## config.mk

```make
export PLATFORM = sky130hd
export DESIGN_NAME = pulse_sequencer_flat
export DESIGN_NICKNAME = d
export VERILOG_FILES = /design/src/rtl/pulse_sequencer_pkg.sv /design/src/rtl/pulse_sequencer_if.sv /design/src/rtl/pulse_sequencer_unit_timer.sv /design/src/rtl/pulse_sequencer.sv /design/src/flat_wrapper.sv
export SDC_FILE = /design/constraint.sdc
export NUM_CORES = 1
export LEC_CHECK = 0
export CAP_MARGIN = 15
export CORE_MARGIN = 5
export CORE_UTILIZATION = 55
export DETAILED_ROUTE_END_ITERATION = 12
export PLACE_DENSITY = 0.82
export SYNTH_ARGS = -nofsm -noshare
export SYNTH_HDL_FRONTEND = slang
export SYNTH_SLANG_ARGS = --single-unit
```

## constraint.sdc

```tcl
create_clock -name ps_clk -period 11.3 [get_ports ps_clk]
set_input_delay 1.13 -clock ps_clk [delete_from_list [all_inputs] [get_ports ps_clk]]
set_output_delay 1.13 -clock ps_clk [all_outputs]
set_load 0.1 [all_outputs]
```

## src/rtl/pulse_sequencer_pkg.sv

```systemverilog
// Shared sizes, FSM state encoding and MPL bus slicing for the optical sync-pulse sequencer.
package pulse_sequencer_pkg;

    localparam int unsigned N_CH  = 16;
    localparam int unsigned MPL_W = 5;
    localparam int unsigned IDX_W = $clog2(N_CH);
    localparam int unsigned BUS_W = N_CH * MPL_W;

    typedef enum logic [2:0] {
        IDLE,
        SELECT,
        PULSE,
        GAP,
        DONE
    } state_t;

    // MPL for channel idx; channel 0 sits in the least-significant field.
    function automatic logic [MPL_W-1:0] mpl_slice(input logic [BUS_W-1:0] bus,
                                                   input logic [IDX_W-1:0] idx);
        return bus[int'(idx)*MPL_W +: MPL_W];
    endfunction

endpackage

```

## src/rtl/pulse_sequencer_if.sv

```systemverilog
// Start/abort/MPL inputs and channel/status outputs of the pulse sequencer.
interface pulse_sequencer_if;
    import pulse_sequencer_pkg::*;

    logic             ps_start;
    logic             ps_abort;
    logic [BUS_W-1:0] mpl_bus;
    logic [N_CH-1:0]  ch_o;
    logic [IDX_W-1:0] cur_ch;
    logic             busy;
    logic             end_flg;

    modport master (
        output ps_start, ps_abort, mpl_bus,
        input  ch_o, cur_ch, busy, end_flg
    );

    modport slave (
        input  ps_start, ps_abort, mpl_bus,
        output ch_o, cur_ch, busy, end_flg
    );

endinterface

```

## src/rtl/pulse_sequencer_unit_timer.sv

```systemverilog
// Loadable down-counter; terminal count is flagged while the count sits at zero.
module unit_timer #(
    parameter int unsigned CNT_W = 8
) (
    input  logic             clk,
    input  logic             rst,
    input  logic             i_load,
    input  logic [CNT_W-1:0] i_load_val,
    output logic             o_tc_c
);

    logic [CNT_W-1:0] r_count;

    always_ff @(posedge clk or posedge rst) begin
        if (rst) begin
            r_count <= '0;
        end else if (i_load) begin
            r_count <= i_load_val;
        end else if (r_count != '0) begin
            r_count <= r_count - CNT_W'(1);
        end
    end

    assign o_tc_c = (r_count == '0);

endmodule

```

## src/rtl/pulse_sequencer.sv

```systemverilog
// Fires the optical sync channels in order, each for MPL x TICK_DIV clocks, with a
// fixed gap between fired channels; pulses end_flg once the whole sequence completes.
module pulse_sequencer
    import pulse_sequencer_pkg::*;
#(
    parameter int unsigned TICK_DIV  = 50,
    parameter int unsigned GAP_UNITS = 1
) (
    input  logic              ps_clk,
    input  logic              ps_rst,
    pulse_sequencer_if.slave  bus
);

    localparam int unsigned MAX_MPL = (1 << MPL_W) - 1;
    localparam int unsigned GAP_EFF = (GAP_UNITS > 0) ? GAP_UNITS : 1;
    localparam int unsigned CNT_W   = $clog2(MAX_MPL * TICK_DIV * GAP_EFF + 1);
    localparam bit          HAS_GAP = (GAP_UNITS > 0);

    state_t           r_state;
    logic [IDX_W-1:0] r_idx;
    logic [BUS_W-1:0] r_mpl_q;
    logic             r_start_d;
    logic [N_CH-1:0]  r_ch_o;
    logic [IDX_W-1:0] r_cur_ch;
    logic             r_busy;
    logic             r_end_flg;

    state_t           w_state_nx;
    logic [IDX_W-1:0] w_idx_nx;
    logic [BUS_W-1:0] w_mpl_nx;
    logic [N_CH-1:0]  w_ch_nx;
    logic [IDX_W-1:0] w_cur_ch_nx;
    logic             w_busy_nx;
    logic             w_end_nx;
    logic             w_load;
    logic [CNT_W-1:0] w_load_val;
    logic             w_tc;
    logic             w_accept;
    logic             w_last;
    logic [MPL_W-1:0] w_mpl_cur;
    logic [N_CH-1:0]  w_onehot;
    logic [CNT_W-1:0] w_pulse_ld;
    logic [CNT_W-1:0] w_gap_ld;

    assign w_accept   = bus.ps_start & ~r_start_d & (r_state == IDLE);
    assign w_mpl_cur  = mpl_slice(r_mpl_q, r_idx);
    assign w_last     = (r_idx == IDX_W'(N_CH - 1));
    assign w_onehot   = N_CH'(1) << r_idx;
    assign w_pulse_ld = CNT_W'(w_mpl_cur) * CNT_W'(TICK_DIV) - CNT_W'(1);
    assign w_gap_ld   = CNT_W'(GAP_EFF * TICK_DIV - 1);

    unit_timer #(.CNT_W(CNT_W)) u_timer (
        .clk        (ps_clk),
        .rst        (ps_rst),
        .i_load     (w_load),
        .i_load_val (w_load_val),
        .o_tc_c     (w_tc)
    );

    // State, snapshot and output registers.
    always_ff @(posedge ps_clk or posedge ps_rst) begin
        if (ps_rst) begin
            r_state   <= IDLE;
            r_idx     <= '0;
            r_mpl_q   <= '0;
            r_start_d <= 1'b1;
            r_ch_o    <= '0;
            r_cur_ch  <= '0;
            r_busy    <= 1'b0;
            r_end_flg <= 1'b0;
        end else begin
            r_state   <= w_state_nx;
            r_idx     <= w_idx_nx;
            r_mpl_q   <= w_mpl_nx;
            r_start_d <= bus.ps_start;
            r_ch_o    <= w_ch_nx;
            r_cur_ch  <= w_cur_ch_nx;
            r_busy    <= w_busy_nx;
            r_end_flg <= w_end_nx;
        end
    end

    // Next-state and next-output logic; abort overrides everything.
    always_comb begin
        w_state_nx = r_state;
        w_idx_nx   = r_idx;
        w_mpl_nx   = r_mpl_q;
        w_ch_nx    = '0;
        w_busy_nx  = r_busy;
        w_end_nx   = 1'b0;
        w_load     = 1'b0;
        w_load_val = '0;

        if (bus.ps_abort) begin
            w_state_nx = IDLE;
            w_idx_nx   = '0;
            w_busy_nx  = 1'b0;
        end else begin
            unique case (r_state)
                IDLE: begin
                    w_busy_nx = 1'b0;
                    if (w_accept) begin
                        w_state_nx = SELECT;
                        w_idx_nx   = '0;
                        w_mpl_nx   = bus.mpl_bus;
                        w_busy_nx  = 1'b1;
                    end
                end
                SELECT: begin
                    if (w_mpl_cur != '0) begin
                        w_load     = 1'b1;
                        w_load_val = w_pulse_ld;
                        w_ch_nx    = w_onehot;
                        w_state_nx = PULSE;
                    end else if (w_last) begin
                        w_state_nx = DONE;
                    end else begin
                        w_idx_nx = r_idx + IDX_W'(1);
                    end
                end
                PULSE: begin
                    if (!w_tc) begin
                        w_ch_nx = w_onehot;
                    end else if (HAS_GAP && !w_last) begin
                        w_load     = 1'b1;
                        w_load_val = w_gap_ld;
                        w_state_nx = GAP;
                    end else if (w_last) begin
                        w_state_nx = DONE;
                    end else begin
                        w_idx_nx   = r_idx + IDX_W'(1);
                        w_state_nx = SELECT;
                    end
                end
                GAP: begin
                    if (w_tc) begin
                        w_idx_nx   = r_idx + IDX_W'(1);
                        w_state_nx = SELECT;
                    end
                end
                DONE: begin
                    // busy is held through the end_flg cycle and drops one clock later
                    w_end_nx   = 1'b1;
                    w_idx_nx   = '0;
                    w_state_nx = IDLE;
                end
                default: begin
                    w_state_nx = IDLE;
                    w_idx_nx   = '0;
                end
            endcase
        end

        w_cur_ch_nx = (w_state_nx == IDLE) ? '0 : w_idx_nx;
    end

    assign bus.ch_o    = r_ch_o;
    assign bus.cur_ch  = r_cur_ch;
    assign bus.busy    = r_busy;
    assign bus.end_flg = r_end_flg;

endmodule

```

## src/flat_wrapper.sv

```systemverilog
// flat-port wrapper written by rule: the top's interface ports become plain ports
module pulse_sequencer_flat import pulse_sequencer_pkg::*;
#(
    parameter int unsigned TICK_DIV  = 50,
    parameter int unsigned GAP_UNITS = 1
)
  (ps_clk, ps_rst, bus_ps_start, bus_ps_abort, bus_mpl_bus, bus_ch_o, bus_cur_ch, bus_busy, bus_end_flg);
  pulse_sequencer_if bus_i ();
  input  logic ps_clk;
  input  logic ps_rst;
  input wire logic [$bits(bus_i.ps_start)-1:0] bus_ps_start;
  input wire logic [$bits(bus_i.ps_abort)-1:0] bus_ps_abort;
  input wire logic [$bits(bus_i.mpl_bus)-1:0] bus_mpl_bus;
  output wire logic [$bits(bus_i.ch_o)-1:0] bus_ch_o;
  output wire logic [$bits(bus_i.cur_ch)-1:0] bus_cur_ch;
  output wire logic [$bits(bus_i.busy)-1:0] bus_busy;
  output wire logic [$bits(bus_i.end_flg)-1:0] bus_end_flg;
  assign bus_i.ps_start = bus_ps_start;
  assign bus_i.ps_abort = bus_ps_abort;
  assign bus_i.mpl_bus = bus_mpl_bus;
  assign bus_ch_o = bus_i.ch_o;
  assign bus_cur_ch = bus_i.cur_ch;
  assign bus_busy = bus_i.busy;
  assign bus_end_flg = bus_i.end_flg;
  pulse_sequencer #(.TICK_DIV(TICK_DIV), .GAP_UNITS(GAP_UNITS)) u_core (.ps_clk(ps_clk), .ps_rst(ps_rst), .bus(bus_i));
endmodule
```

**After elaboration in Yosys (flattened, before gate mapping)**

Index checks and enable logic that the tools add are counted.

- Bits of input ports: 84
- Logic and storage cells: 69
- Output and inout port bits: 22
- Register bits: 121

- Bitwise operators: 4
- Shift operators: 2
- $mul: 2
- Mux-type cells: 36
- Reductions and logical operators: 8
- Equal/unequal tests: 5
- $add $sub $neg: 3

Operators by type and width:

| cell | number |
|---|---|
| 80-bit by 8-bit variable part select with 5-bit output | 1 |
| 11-bit 2-to-1 mux | 5 |
| 16-bit 2-to-1 mux | 3 |
| 16-bit one-hot mux with 2 select lines | 1 |
| 4-bit 2-to-1 mux | 6 |
| 11-bit one-hot mux with 2 select lines | 1 |
| 11-bit by 1-bit subtractor with 11-bit output, second input constant | 2 |
| 3-bit 2-to-1 mux | 7 |
| 4-bit one-hot mux with 4 select lines | 1 |
| 1-bit by 4-bit << shifter with 16-bit output, first input constant | 1 |
| 3-bit one-hot mux with 4 select lines | 1 |
| 11-bit zero test | 1 |
| 11-bit nonzero test | 1 |
| 5-bit by 5-bit multiplier with 10-bit output, second input constant | 1 |
| 1-bit 2-to-1 mux | 9 |
| 4-bit by 3-bit multiplier with 7-bit output, second input constant | 1 |
| 3-bit by 2-bit equality test with 1-bit output, second input constant | 2 |
| 3-bit zero test | 2 |
| 6-bit 2-to-1 mux | 1 |
| 5-bit nonzero test | 1 |
| 4-bit by 1-bit adder with 4-bit output, second input constant | 1 |
| 4-bit equality test, second input constant | 1 |
| 2-bit nonzero test | 2 |
| 3-bit by 1-bit equality test with 1-bit output, second input constant | 1 |
| other kinds (5) | 7 |

**Logic depth before layout (Yosys ltp)**

Gate-level depths: netlist of the first run.

- Depth after elaboration: 8
- Mapped depth: 18
- Gate-level depth less buffers: 16

**Hierarchy**

Synthesis of the first run repeated with hierarchy kept, for this count alone.

- Cell total of the unflattened synthesis: 500
- Area total of the unflattened synthesis: 6369.9 um^2

By module, submodules not included:

| module | cells an instance | sequential area each (um^2) | area each (um^2) | times used |
|---|---|---|---|---|
| pulse_sequencer | 437 | 2753.9 | 5745.5 | 1 |
| unit_timer | 63 | 275.3 | 624.3 | 1 |

**Least setup slack after synthesis of the first run**

OpenSTA, ideal clock, no wires.

- Path type: reg-to-reg
- Start: register u_core.r_idx[0]
- End: register u_core.u_timer.r_count[10]
- Cell stages (with the launch flop): 18
- Data required time: 11168 ps
- Library setup time: 132 ps
- Period minus slack after synthesis: 4025 ps
- Data arrival time: 3893 ps
- Buffers on the path: 3
- Setup slack: 7275 ps
- Cell sequence: dfrtp_1 -> buf_6 -> buf_2 -> buf_2 -> mux2i_1 -> a221oi_1 -> o21ai_0 -> and2_1 -> ha_1 -> ha_1 -> ha_1 -> inv_1 -> fa_1 -> xor2_1 -> nand3_1 -> nor4_1 -> xnor2_1 -> o21ai_1

- Word-level cells in the longest chain between the ends: 8
- Elaborated cells between the ends (all ways): 16
- Those cells by class: 1 x add/sub; 2 x mul; 1 x eq/ne; 1 x shift; 9 x mux; 2 x reduce/logical

RTL lines:

| element | line | text |
|---|---|---|
| start: declaration | pulse_sequencer.sv:20 | `logic [IDX_W-1:0] r_idx;` |
| start signal: assignment | pulse_sequencer.sv:73 | `r_idx <= w_idx_nx;` |
| 4-bit by 3-bit multiplier with 7-bit output | pulse_sequencer_pkg.sv:20 | `return bus[int'(idx)*MPL_W +: MPL_W];` |
| 80-bit by 8-bit variable part select with 5-bit output | pulse_sequencer_pkg.sv:20 |  |
| 5-bit by 5-bit multiplier with 10-bit output | pulse_sequencer.sv:49 | `assign w_pulse_ld = CNT_W'(w_mpl_cur) * CNT_W'(TICK_DIV) - CNT_W'(1);` |
| 11-bit by 1-bit subtractor with 11-bit output | pulse_sequencer.sv:49 |  |
| 11-bit 2-to-1 mux | pulse_sequencer.sv:110 | `if (w_mpl_cur != '0) begin` |
| 11-bit one-hot mux with 2 select lines | pulse_sequencer.sv:99 | `unique case (r_state)` |
| 11-bit 2-to-1 mux | pulse_sequencer.sv:94 | `if (bus.ps_abort) begin` |
| 11-bit 2-to-1 mux | pulse_sequencer_unit_timer.sv:17 | `end else if (i_load) begin` |
| end signal: assignment | pulse_sequencer_unit_timer.sv:18 | `r_count <= i_load_val;` |
| end signal: assignment | pulse_sequencer_unit_timer.sv:20 | `r_count <= r_count - CNT_W'(1);` |
| end: declaration | pulse_sequencer_unit_timer.sv:12 | `logic [CNT_W-1:0] r_count;` |

Several ways; a longest one is shown, not always the timed one.
A chain may end at the register's enable or synchronous reset.

**Worst setup path after layout of the first run**

- Start: register u_core.r_idx[1]
- End: register u_core.u_timer.r_count[10]

The elaborated chain is that of the path after synthesis.

==> metrics.md, run 1 <==
| Metric | Value |
|---|---|
| Outcome | `finished, final reports clean` |
| Post-CTS Hold Buffers | `0` |
| Setup TNS | `0 ns` |
| Crit path largest cell delay | `0.91 ns` |
| Slew Limit Headroom | `31.0%` |
| Worst-path maximum fanout | `21` |
| Worst Max-Slew Pin Slew | `1.03 ns` |
| Clock slew at reported path FFs | `0.06 ns` |
| Slew Limit Fails | `0` |
| Combinational share of power | `29.8%` |
| Sequential share of power | `37.1%` |
| Initial DRC count | `258` |
| CTS-repair resized insts | `0` |
| Count of final hold-check violations | `0` |
| Synth async-reset ratio | `100%` |
| CTS tree | `done` |
| Setup repair bufs after CTS | `0` |
| Sw frac | `30.2%` |
| Final core occ | `72.6%` |
| Crit path capture type | `flip-flop` |
| Starting Density | `56.4%` |
| Routed len/inst | `18.9 um` |
| WP data arrival | `4.92 ns` |
| Vias in the first global route | `4685` |
| Worst Slack Setup Final | `6.65 ns` |
| Worst Skew | `0.00685 ns` |
| HPWL Detailed | `10200 um` |
| DR pass1 iterations | `5` |
| Routed via count | `4305` |
| CTS H-tree depth | `4` |
| Design area | `0.00793 mm2` |
| Global placement routability congestion | `0.869` |
| Initial antenna violation count | `0` |
| I/O pin cnt | `106` |
| Antenna diodes | `0` |
| Pre-CTS WS | `6.74 ns` |
| Root Driver | `clkbuf_16` |
| Most common cell in the netlist | `dfrtp_1` |
| Most used cell, CP | `ha_1` |
| Die width | `116 um` |
| CTS Buf Count | `17` |
| DR vias/cell | `5.77` |
| Synth cell types | `63` |
| RSZ-0062 raised after global routing | `false` |
| F_max | `215 MHz` |
| Clk_lat worst skew | `0.41 ns` |
| PD cells | `210 mW/mm2` |
| Die Y | `116 um` |
| Crit path kind | `flip-flop to flip-flop` |
| Row count | `38` |
| CTS Sinks | `121` |
| Clock power share | `33.2%` |
| Largest net degree at the start of global routing | `84` |
| Post-route ant nets | `0` |
| Synth Register Bits | `121` |
| Number of flops mapped to enable cells by yosys | `0` |
| Synth Cell Area | `0.00617 mm2` |
| DRC | `0` |
| Syn_nets | `601` |
| Leakage power total | `3.37 nW` |
| YS warnings | `0` |
| VDD IR-drop max | `104 uV` |
| Synth Instances | `488` |
| Layout area overhead | `28.6%` |
| Period minus WS final | `4.65 ns` |
| GRT Total Usage | `22.4%` |
| CORE AREA | `0.0109 mm2` |
| Buffers on Ports | `105` |
| CP Cell Sequence | `nor2b_1 > a221oi_1 > o21ai_0 > and2_1 > ha_1 > ha_1 > ha_1 > inv_1 > fa_1 > xor2_1 > nand3_1 > nor4_1 > xnor2_1 > o21ai_1` |
| Register area share after synthesis | `49.1%` |
| CTS Buffer Depth | `2` |
| Final-stage net count | `706` |
| Biggest area consumer among synthesized cells | `dfrtp_1` |
| Setup crit start kind | `flip-flop` |
| Placed cell areas | `0.00732 mm2` |
| Post-synth top cells | `120 x dfrtp_1, 81 x mux2_2, 28 x ha_1, 28 x nor2_1, 23 x nand2_1` |
| First-pass GRT wire length | `23100 um` |
| Period utilization | `41.1%` |
| P_sw | `0.000504 W` |
| Tot Pwr | `0.00167 W` |
| Final-report setup violation count | `0` |
| Congestion Overflow GR | `0` |
| Internal | `0.00116 W` |
| Worst hold path class | `flip-flop to flip-flop` |
| Max_cap viols | `0` |
| Crit path max-delay cell type | `dfrtp_1` |
| Die area | `0.0134 mm2` |
| Most used flip-flop cell after synthesis | `dfrtp_1` |
| Top cells by area, synth | `dfrtp_1 49%, mux2_2 15%, ha_1 5.7%` |
| Final wirelength | `14100 um` |
| Layout cells sized above 1 | `24.1%` |
| Top cell type's share of synthesized area | `48.7%` |
| Syn_area_per_cell | `12.6 um2` |
| Req. time, crit path | `11.57 ns` |
## power groups by stage
| stage | clock [W] | sequential (W) | combinational, W |
|---|---|---|---|
| final | 0.000553 | 0.000617 | 0.000496 |
| after global routing | 0.000579 | 0.000631 | 0.000551 |
| after CTS | 0.000560 | 0.000616 | 0.000497 |
| after detailed placement | 0 | 0.000621 | 0.000491 |
| after global placement | 0 | 0.000614 | 0.000474 |
| after floorplan | 0 | 0.000598 | 0.000372 |
## metrics by stage
| step | std cells | hold WS, ns |
|---|---|---|
| 6_report | 746 | 0.502 |
| 5_1_grt | 746 | 0.518 |
| 4_1_cts | 746 | 0.503 |
| 3_5_place_dp | 714 | 0.491 |
| 3_3_place_gp | 714 | 0.485 |
| 2_1_floorplan | 488 | 0.470 |
## state kept, by name, summed over array words and instances, names as in the netlist
| signal | cells |
|---|---|
| u_core.bus.ch_o | 16 |
| u_core.bus.cur_ch | 4 |
| u_core.r_start_d | 1 |
| u_core.r_mpl_q | 80 |
| u_core.bus.end_flg | 1 |
| u_core.r_idx | 4 |
| u_core.r_state | 3 |
| u_core.u_timer.r_count | 11 |
| u_core.bus.busy | 1 |
## critical path: cells and delay by family, from the launching register on
kind	cells	cell delay (ns)
DFF	1	0.91
adders and majority gates	4	1.20
xor gates and xnor gates	2	0.38
and+or+nand+nor	4	1.09
AOI/OAI and AO/OA	3	0.87
buffers and inverters	1	0.05
## layout make-up
type	count	area (um2)
Clock buffer	21	470
Clock inverter	11	145
Fill cell	738	3000
Inverter	21	81.3
Multi-Input combinational cell	326	2970
Sequential cell	121	3030
Tap cell	140	175
Timing Repair Buffer	106	1060
## layout by cell type (no fill, tap or decap), types with 3 or more instances in the layout
master           count
a21oi_1              7
a21oi_2              3
a221oi_1             6
a22oi_1              7
a31oi_1              3
and2_1               6
bufinv_16            3
clkbuf_16           17
clkbuf_8             3
clkdlybuf4s50_1    105
clkinv_2             3
clkinvlp_4           3
dfrtp_1            119
ha_1                28
inv_1               18
mux2_2              81
mux2i_1             14
mux4_1               3
mux4_2              11
nand2_1             23
nand2b_1             4
nand3_1              9
nor2_1              28
nor2b_1              5
nor3_1               5
o21ai_0             15
o21ai_1              3
or3_1                4
xnor2_1              9
xor2_1              10
## kinds of logic (layout without fill, tap and decap cells)
logic type | count (synthesis) | after routing | share of synthesized area, %
flip-flops | 121 | 121 | 49.1
multiplexers | 110 | 110 | 22.6
AND/OR/NAND/NOR | 103 | 103 | 8.80
AO/OA/AOI/OAI | 65 | 65 | 8.03
buffers and inverters | 41 | 159 | 2.74
adder cells (fa/ha/maj) | 29 | 29 | 6.01
XOR/XNOR | 19 | 19 | 2.70
## routing by layer
layer	global-route usage [%]	part of all wire, %	vias up
met1	27.4	40	2117
met5	0	0	-
li1	-	-	1976
met3	6.42	7.4	35
met2	38.0	50	177
met4	8.51	2.3	0
## final timing paths
path	startpoint	to	slack (ns)	cells after the start
max reg2reg	u_core.r_idx[1]	u_core.u_timer.r_count[10]	6.65	14
min	u_core.r_mpl_q[16]	u_core.r_mpl_q[16]	0.50	1
max in group asynchronous	ps_rst	u_core.r_idx[0]	8.80	3
max	u_core.r_idx[1]	u_core.u_timer.r_count[10]	6.65	14
min reg2reg	u_core.r_mpl_q[16]	u_core.r_mpl_q[16]	0.50	1
min in group asynchronous	ps_rst	u_core.bus.ch_o[10]	1.09	2
(Power assumes the default switching activity.)
==> run 2, diff against run 1 <==
- CORE_UTILIZATION: 55 -> 53
- PLACE_DENSITY: 0.82 -> 0.8
- clock period: 11.3 -> 4.8 ns (I/O delays scaled with it)
==> run 2 against run 1 <==
Compared with the run above: setup slack worse by 6.2 ns; power up 140%; largest power group unchanged; flip-flop and latch count unchanged; wire length up 2.7%.
==> metrics.md, run 2 (synthesis results as in run 1) <==
| Metric | Value |
|---|---|
| Global placement routability congestion | `0.858` |
| Met2 routed WL | `7470 um` |
| F_max | `232 MHz` |
| Leading cell type in the layout, fill and taps excluded | `dfrtp_1` |
| Starting Density | `54.0%` |
| Die Y | `118 um` |
| Clock power share | `33.3%` |
| DRC | `0` |
| VDD IR-drop max | `418 uV` |
| Die width | `118 um` |
| Clk_lat worst skew | `0.41 ns` |
| Row count | `39` |
| M1 WL | `6010 um` |
| Antenna diodes | `0` |
| Initial antenna violation count | `0` |
| I/O pin cnt | `106` |
| Register area | `0.00303 mm2` |
| Setup repair bufs after CTS | `0` |
| Layout cells sized above 1 | `23.9%` |
| Hold slack | `0.369 ns` |
| Routed via count | `4295` |
| Root Driver | `clkbuf_16` |
| Clock slew at reported path FFs | `0.05 ns` |
| Routed len/inst | `19.3 um` |
| Combinational share of power | `29.7%` |
| Period utilization | `89.8%` |
| Outcome | `finished, final reports clean` |
| Final-report setup violation count | `0` |
| Setup crit start kind | `flip-flop` |
| Leakage power total | `3.38 nW` |
| Setup TNS | `0 ns` |
| GRT Total Usage | `22.2%` |
| Slew Limit Fails | `0` |
| CTS tree | `done` |
| CTS Sinks | `121` |
| PD cells | `495 mW/mm2` |
| Area of the multi-input gates | `0.00297 mm2` |
| Max_cap viols | `0` |
| Post-route ant nets | `0` |
| Die area | `0.0139 mm2` |
| DR vias/cell | `5.73` |
| Buffers on Ports | `105` |
| Congestion Overflow GR | `0` |
| Sw frac | `29.8%` |
| Count of final hold-check violations | `0` |
| RSZ-0062 raised after global routing | `false` |
| P_sw | `0.00118 W` |
| Pre-CTS WS | `0.575 ns` |
| Internal | `0.00277 W` |
| CTS Buffer Depth | `2` |
| Layout area overhead | `29.2%` |
| Top layer reached by signal wires | `met4` |
| Max FFs per register | `80` |
| Worst-path maximum fanout | `14` |
| Period minus WS final | `4.31 ns` |
| Initial DRC count | `240` |
| WP data arrival | `4.59 ns` |
| Post-CTS Hold Buffers | `0` |
| Worst Max-Slew Pin Slew | `1.06 ns` |
| DR pass1 iterations | `4` |
| Final-stage net count | `709` |
| CTS H-tree depth | `4` |
| Sequential share of power | `37.0%` |
| HPWL Detailed | `10600 um` |
| Crit path capture type | `flip-flop` |
| Worst Slack Setup Final | `0.490 ns` |
| WL met3 | `706 um` |
| Worst Skew | `0.00745 ns` |
| Worst hold path class | `input pin to asynchronous set/reset pin` |
| Filler instances | `842` |
| Vias in the first global route | `4820` |
| CTS-repair resized insts | `0` |
| Largest Register | `u_core.r_mpl_q` |
| Crit path kind | `flip-flop to flip-flop` |
| Req. time, crit path | `5.09 ns` |
| First-pass GRT wire length | `24500 um` |
| Largest net degree at the start of global routing | `81` |
| CORE AREA | `0.0114 mm2` |
| CTS Buf Count | `17` |
| Slew Limit Headroom | `29.3%` |
| Final wirelength | `14500 um` |
| Most frequent cells in the layout | `119 x dfrtp_1, 105 x clkdlybuf4s50_1, 81 x mux2_2` |
## run 2: per-stage QoR
stage | cells | util (%) | total power, W | area (um2)
after detailed placement | 720 | 64.4 | 0.00263 | 7360
after floorplan | 488 | - | 0.00228 | 6170
after global placement | 720 | 64.4 | 0.00259 | 7360
after CTS | 750 | 69.8 | 0.00397 | 7970
final | 750 | 69.8 | 0.00394 | 7970
after global routing | 750 | 69.8 | 0.00417 | 7970
## run 2: worst max-delay path, stage by stage (launching register included)
cell	delay, ns
dfrtp_1	0.71
nor2b_1	0.24
a221oi_1	0.57
o21ai_0	0.17
nand2_1	0.16
inv_1	0.10
ha_1	0.31
ha_1	0.29
ha_1	0.17
inv_1	0.05
fa_1	0.40
xor2_1	0.22
nand3_1	0.18
nor4_1	0.37
xnor2_1	0.16
o21ai_1	0.07
## run 2: routing by layer
metal | GRT usage, % | up-vias
met5 | 0 | -
met4 | 8.32 | 0
met3 | 6.54 | 25
met2 | 37.6 | 123
met1 | 26.8 | 2159
li1 | - | 1988
## run 2: layout make-up
cell class	instances	area share, %
Clock buffer	22	5.83
Clock inverter	8	1.82
Inverter	21	1.02
Multi-Input combinational cell	326	37.3
Sequential cell	121	38.0
Tap cell	143	2.25
Timing Repair Buffer	109	13.7
## run 2: path summary, 6_finish.rpt
check | startpoint | endpoint | slack, ns | cells past startpoint
worst min-delay path | ps_rst | u_core.r_mpl_q[3] | 0.37 | 2
worst min register to register | u_core.r_mpl_q[24] | u_core.r_mpl_q[24] | 0.50 | 1
min in group ps_clk | u_core.r_mpl_q[24] | u_core.r_mpl_q[24] | 0.50 | 1
max in group asynchronous | ps_rst | u_core.r_idx[0] | 3.47 | 3
worst max register to register | u_core.r_idx[1] | u_core.u_timer.r_count[10] | 0.49 | 15
worst max-delay path | u_core.r_idx[1] | u_core.u_timer.r_count[10] | 0.49 | 15
## run 2: power groups by stage
stage	registers, W	clock network (W)	logic (W)
2_1_floorplan	0.00141	0	0.000875
3_3_place_gp	0.00145	0	0.00113
3_5_place_dp	0.00147	0	0.00116
4_1_cts	0.00145	0.00133	0.00118
5_1_grt	0.00149	0.00138	0.00130
6_report	0.00146	0.00131	0.00117
==> run 3, diff against run 2 <==
- HOLD_SLACK_MARGIN: not set -> 0.03
- PLACE_DENSITY: 0.8 -> 0.91
- clock period: 4.8 -> 4.45 ns (I/O delays scaled with it)
==> run 3 against run 2 <==
Compared with the run above: utilization grew 1.1 points; clock power grew 13%; cell count grew 2.0%; power grew 10%; global-route usage grew 1.2 points; sequential power grew 9%; wire length grew 12%; clock skew grew 0.0084 ns; critical path depth shrank 1; critical path type unchanged.
==> metrics.md, run 3 (synthesis results as in run 1) <==
| Metric | Value |
|---|---|
| Area of the multi-input gates | `0.00299 mm2` |
| I/O pin cnt | `106` |
| CTS Sinks | `121` |
| End of the worst register-to-register path | `u_core.u_timer.r_count[10]` |
| Register area | `0.00303 mm2` |
| Die Y | `118 um` |
| Final-report setup violation count | `0` |
| Setup crit start kind | `flip-flop` |
| DR vias/cell | `5.96` |
| Final wirelength | `16200 um` |
| Inst Count DP | `723` |
| Hold path start | `bus_ps_start` |
| HPWL Detailed | `10500 um` |
| Vias in the first global route | `5001` |
| CORE AREA | `0.0114 mm2` |
| Final Non-Filler Cells | `765` |
| Die width | `118 um` |
| Layout area overhead | `31.2%` |
| Worst Skew | `0.0159 ns` |
| Period minus WS final | `4.12 ns` |
| GRT Total Usage | `23.4%` |
| Setup TNS | `0 ns` |
| Count of final hold-check violations | `0` |
| Initial antenna violation count | `0` |
| Congestion Overflow GR | `0` |
| Outcome | `finished, final reports clean` |
| Starting Density | `54.0%` |
| Layout cells sized above 1 | `26.4%` |
| First-pass GRT wire length | `26000 um` |
| Worst r2r src | `u_core.r_idx[0]` |
| Slew Limit Fails | `0` |
| Slew Limit Headroom | `32.1%` |
| CTS Buffer Depth | `2` |
| Die area | `0.0139 mm2` |
| Req. time, crit path | `4.73 ns` |
| Period utilization | `92.6%` |
| Worst hold path class | `input pin to flip-flop` |
| Post-route ant nets | `0` |
| F_max | `243 MHz` |
| Tot Pwr | `0.00435 W` |
| WP data arrival | `4.40 ns` |
| DRC | `0` |
| Max FFs per register | `80` |
| RSZ-0062 raised after global routing | `false` |
| Largest Register | `u_core.r_mpl_q` |
| Max_cap viols | `0` |
| CP Cell Sequence | `buf_4 > buf_4 > mux4_2 > mux4_2 > inv_2 > ha_1 > ha_1 > inv_1 > fa_1 > xor2_1 > nand3_1 > nor4_1 > xnor2_1 > o21ai_1` |
| Clk_lat worst skew | `0.42 ns` |
| Row count | `39` |
| Worst Max-Slew Pin Slew | `1.02 ns` |
| Worst-path maximum fanout | `9` |
| Leading cell type in the layout, fill and taps excluded | `dfrtp_1` |
| Clock slew at reported path FFs | `0.06 ns` |
| Crit path max-delay cell type | `mux4_2` |
| Routed len/inst | `21.2 um` |
| Most frequent cells in the layout | `119 x dfrtp_1, 105 x clkdlybuf4s50_1, 81 x mux2_2` |
| Final core occ | `70.9%` |
| Filler instances | `759` |
| Crit path capture type | `flip-flop` |
| CTS tree | `done` |
| Buffers on Ports | `105` |
| Initial DRC count | `396` |
| Global placement routability congestion | `0.920` |
| R2R cell count | `14` |
| Crit path kind | `flip-flop to flip-flop` |
| CTS H-tree depth | `4` |
| Final-stage net count | `722` |
| DR pass1 iterations | `6` |
| Hold Path Depth | `1` |
| Routed via count | `4562` |
| Root Driver | `clkbuf_16` |
| Hold path endpoint | `u_core.r_start_d` |
| Largest net degree at the start of global routing | `81` |
| Antenna diodes | `0` |
| Crit path largest cell delay | `0.54 ns` |
| Leakage power total | `3.46 nW` |
| CTS Buf Count | `17` |
| Reg2Reg Setup Slack | `0.33 ns` |
| PD cells | `537 mW/mm2` |
| VDD IR-drop max | `313 uV` |
run 3: cell type report:
cell class | instances | area share (%)
Sequential cell | 121 | 37.5
Multi-Input combinational cell | 326 | 36.9
Timing Repair Buffer | 122 | 14.6
Clock buffer | 19 | 5.47
Clock inverter | 13 | 2.35
Tap cell | 143 | 2.21
Inverter | 21 | 1.01
run 3: worst max-delay path by stage:
| stage | start | endpoint | depth (start not counted) |
|---|---|---|---|
| after detailed placement | u_core.r_idx[0] | u_core.u_timer.r_count[10] | 16 |
| after global routing | u_core.r_idx[0] | u_core.u_timer.r_count[10] | 15 |
| after floorplan | u_core.r_idx[0] | u_core.u_timer.r_count[10] | 17 |
| final | u_core.r_idx[0] | u_core.u_timer.r_count[10] | 14 |
| after CTS | u_core.r_idx[0] | u_core.u_timer.r_count[10] | 16 |
| after global placement | u_core.r_idx[0] | u_core.u_timer.r_count[10] | 16 |
run 3: power by group:
group / total [W] / internal, W / switching, W
combinational: 0.00128 / 0.000648 / 0.000630
sequential: 0.00159 / 0.00138 / 0.000203
clock: 0.00148 / 0.000957 / 0.000526
total: 0.00435 / 0.00299 / 0.00136
run 3: layer usage:
layer	GRT usage [%]	wire length, um	vias to the layer above
li1	-	-	2010
met1	29.4	6410	2275
met2	38.9	8140	232
met3	5.77	1200	45
met4	9.10	445	0
met5	0	0	-
run 3: timing repair:
item                       CTS  global route
hold buffers                 0             0
resized for setup            0             3
setup buffers                0            10
setup endpoints to repair    0             4
run 3: worst max-delay path: cells and delay by family, from the launching register on:
| kind | cells | cell delay, ns |
|---|---|---|
| mux | 2 | 1.05 |
| xor+xnor | 2 | 0.37 |
| simple gates | 2 | 0.53 |
| flops | 1 | 0.50 |
| buf+inv | 4 | 0.48 |
| fa+ha+maj | 3 | 0.98 |
| compound gates | 1 | 0.07 |
run 3: through the flow:
step	hold slack, ns	instance area [um2]	setup WS [ns]
2_1_floorplan	0.449	6170	0.425
6_report	0.478	8090	0.329
4_1_cts	0.475	8000	0.111
5_1_grt	0.495	8090	0.108
3_5_place_dp	0.488	7370	0.148
3_3_place_gp	0.480	7370	0.340
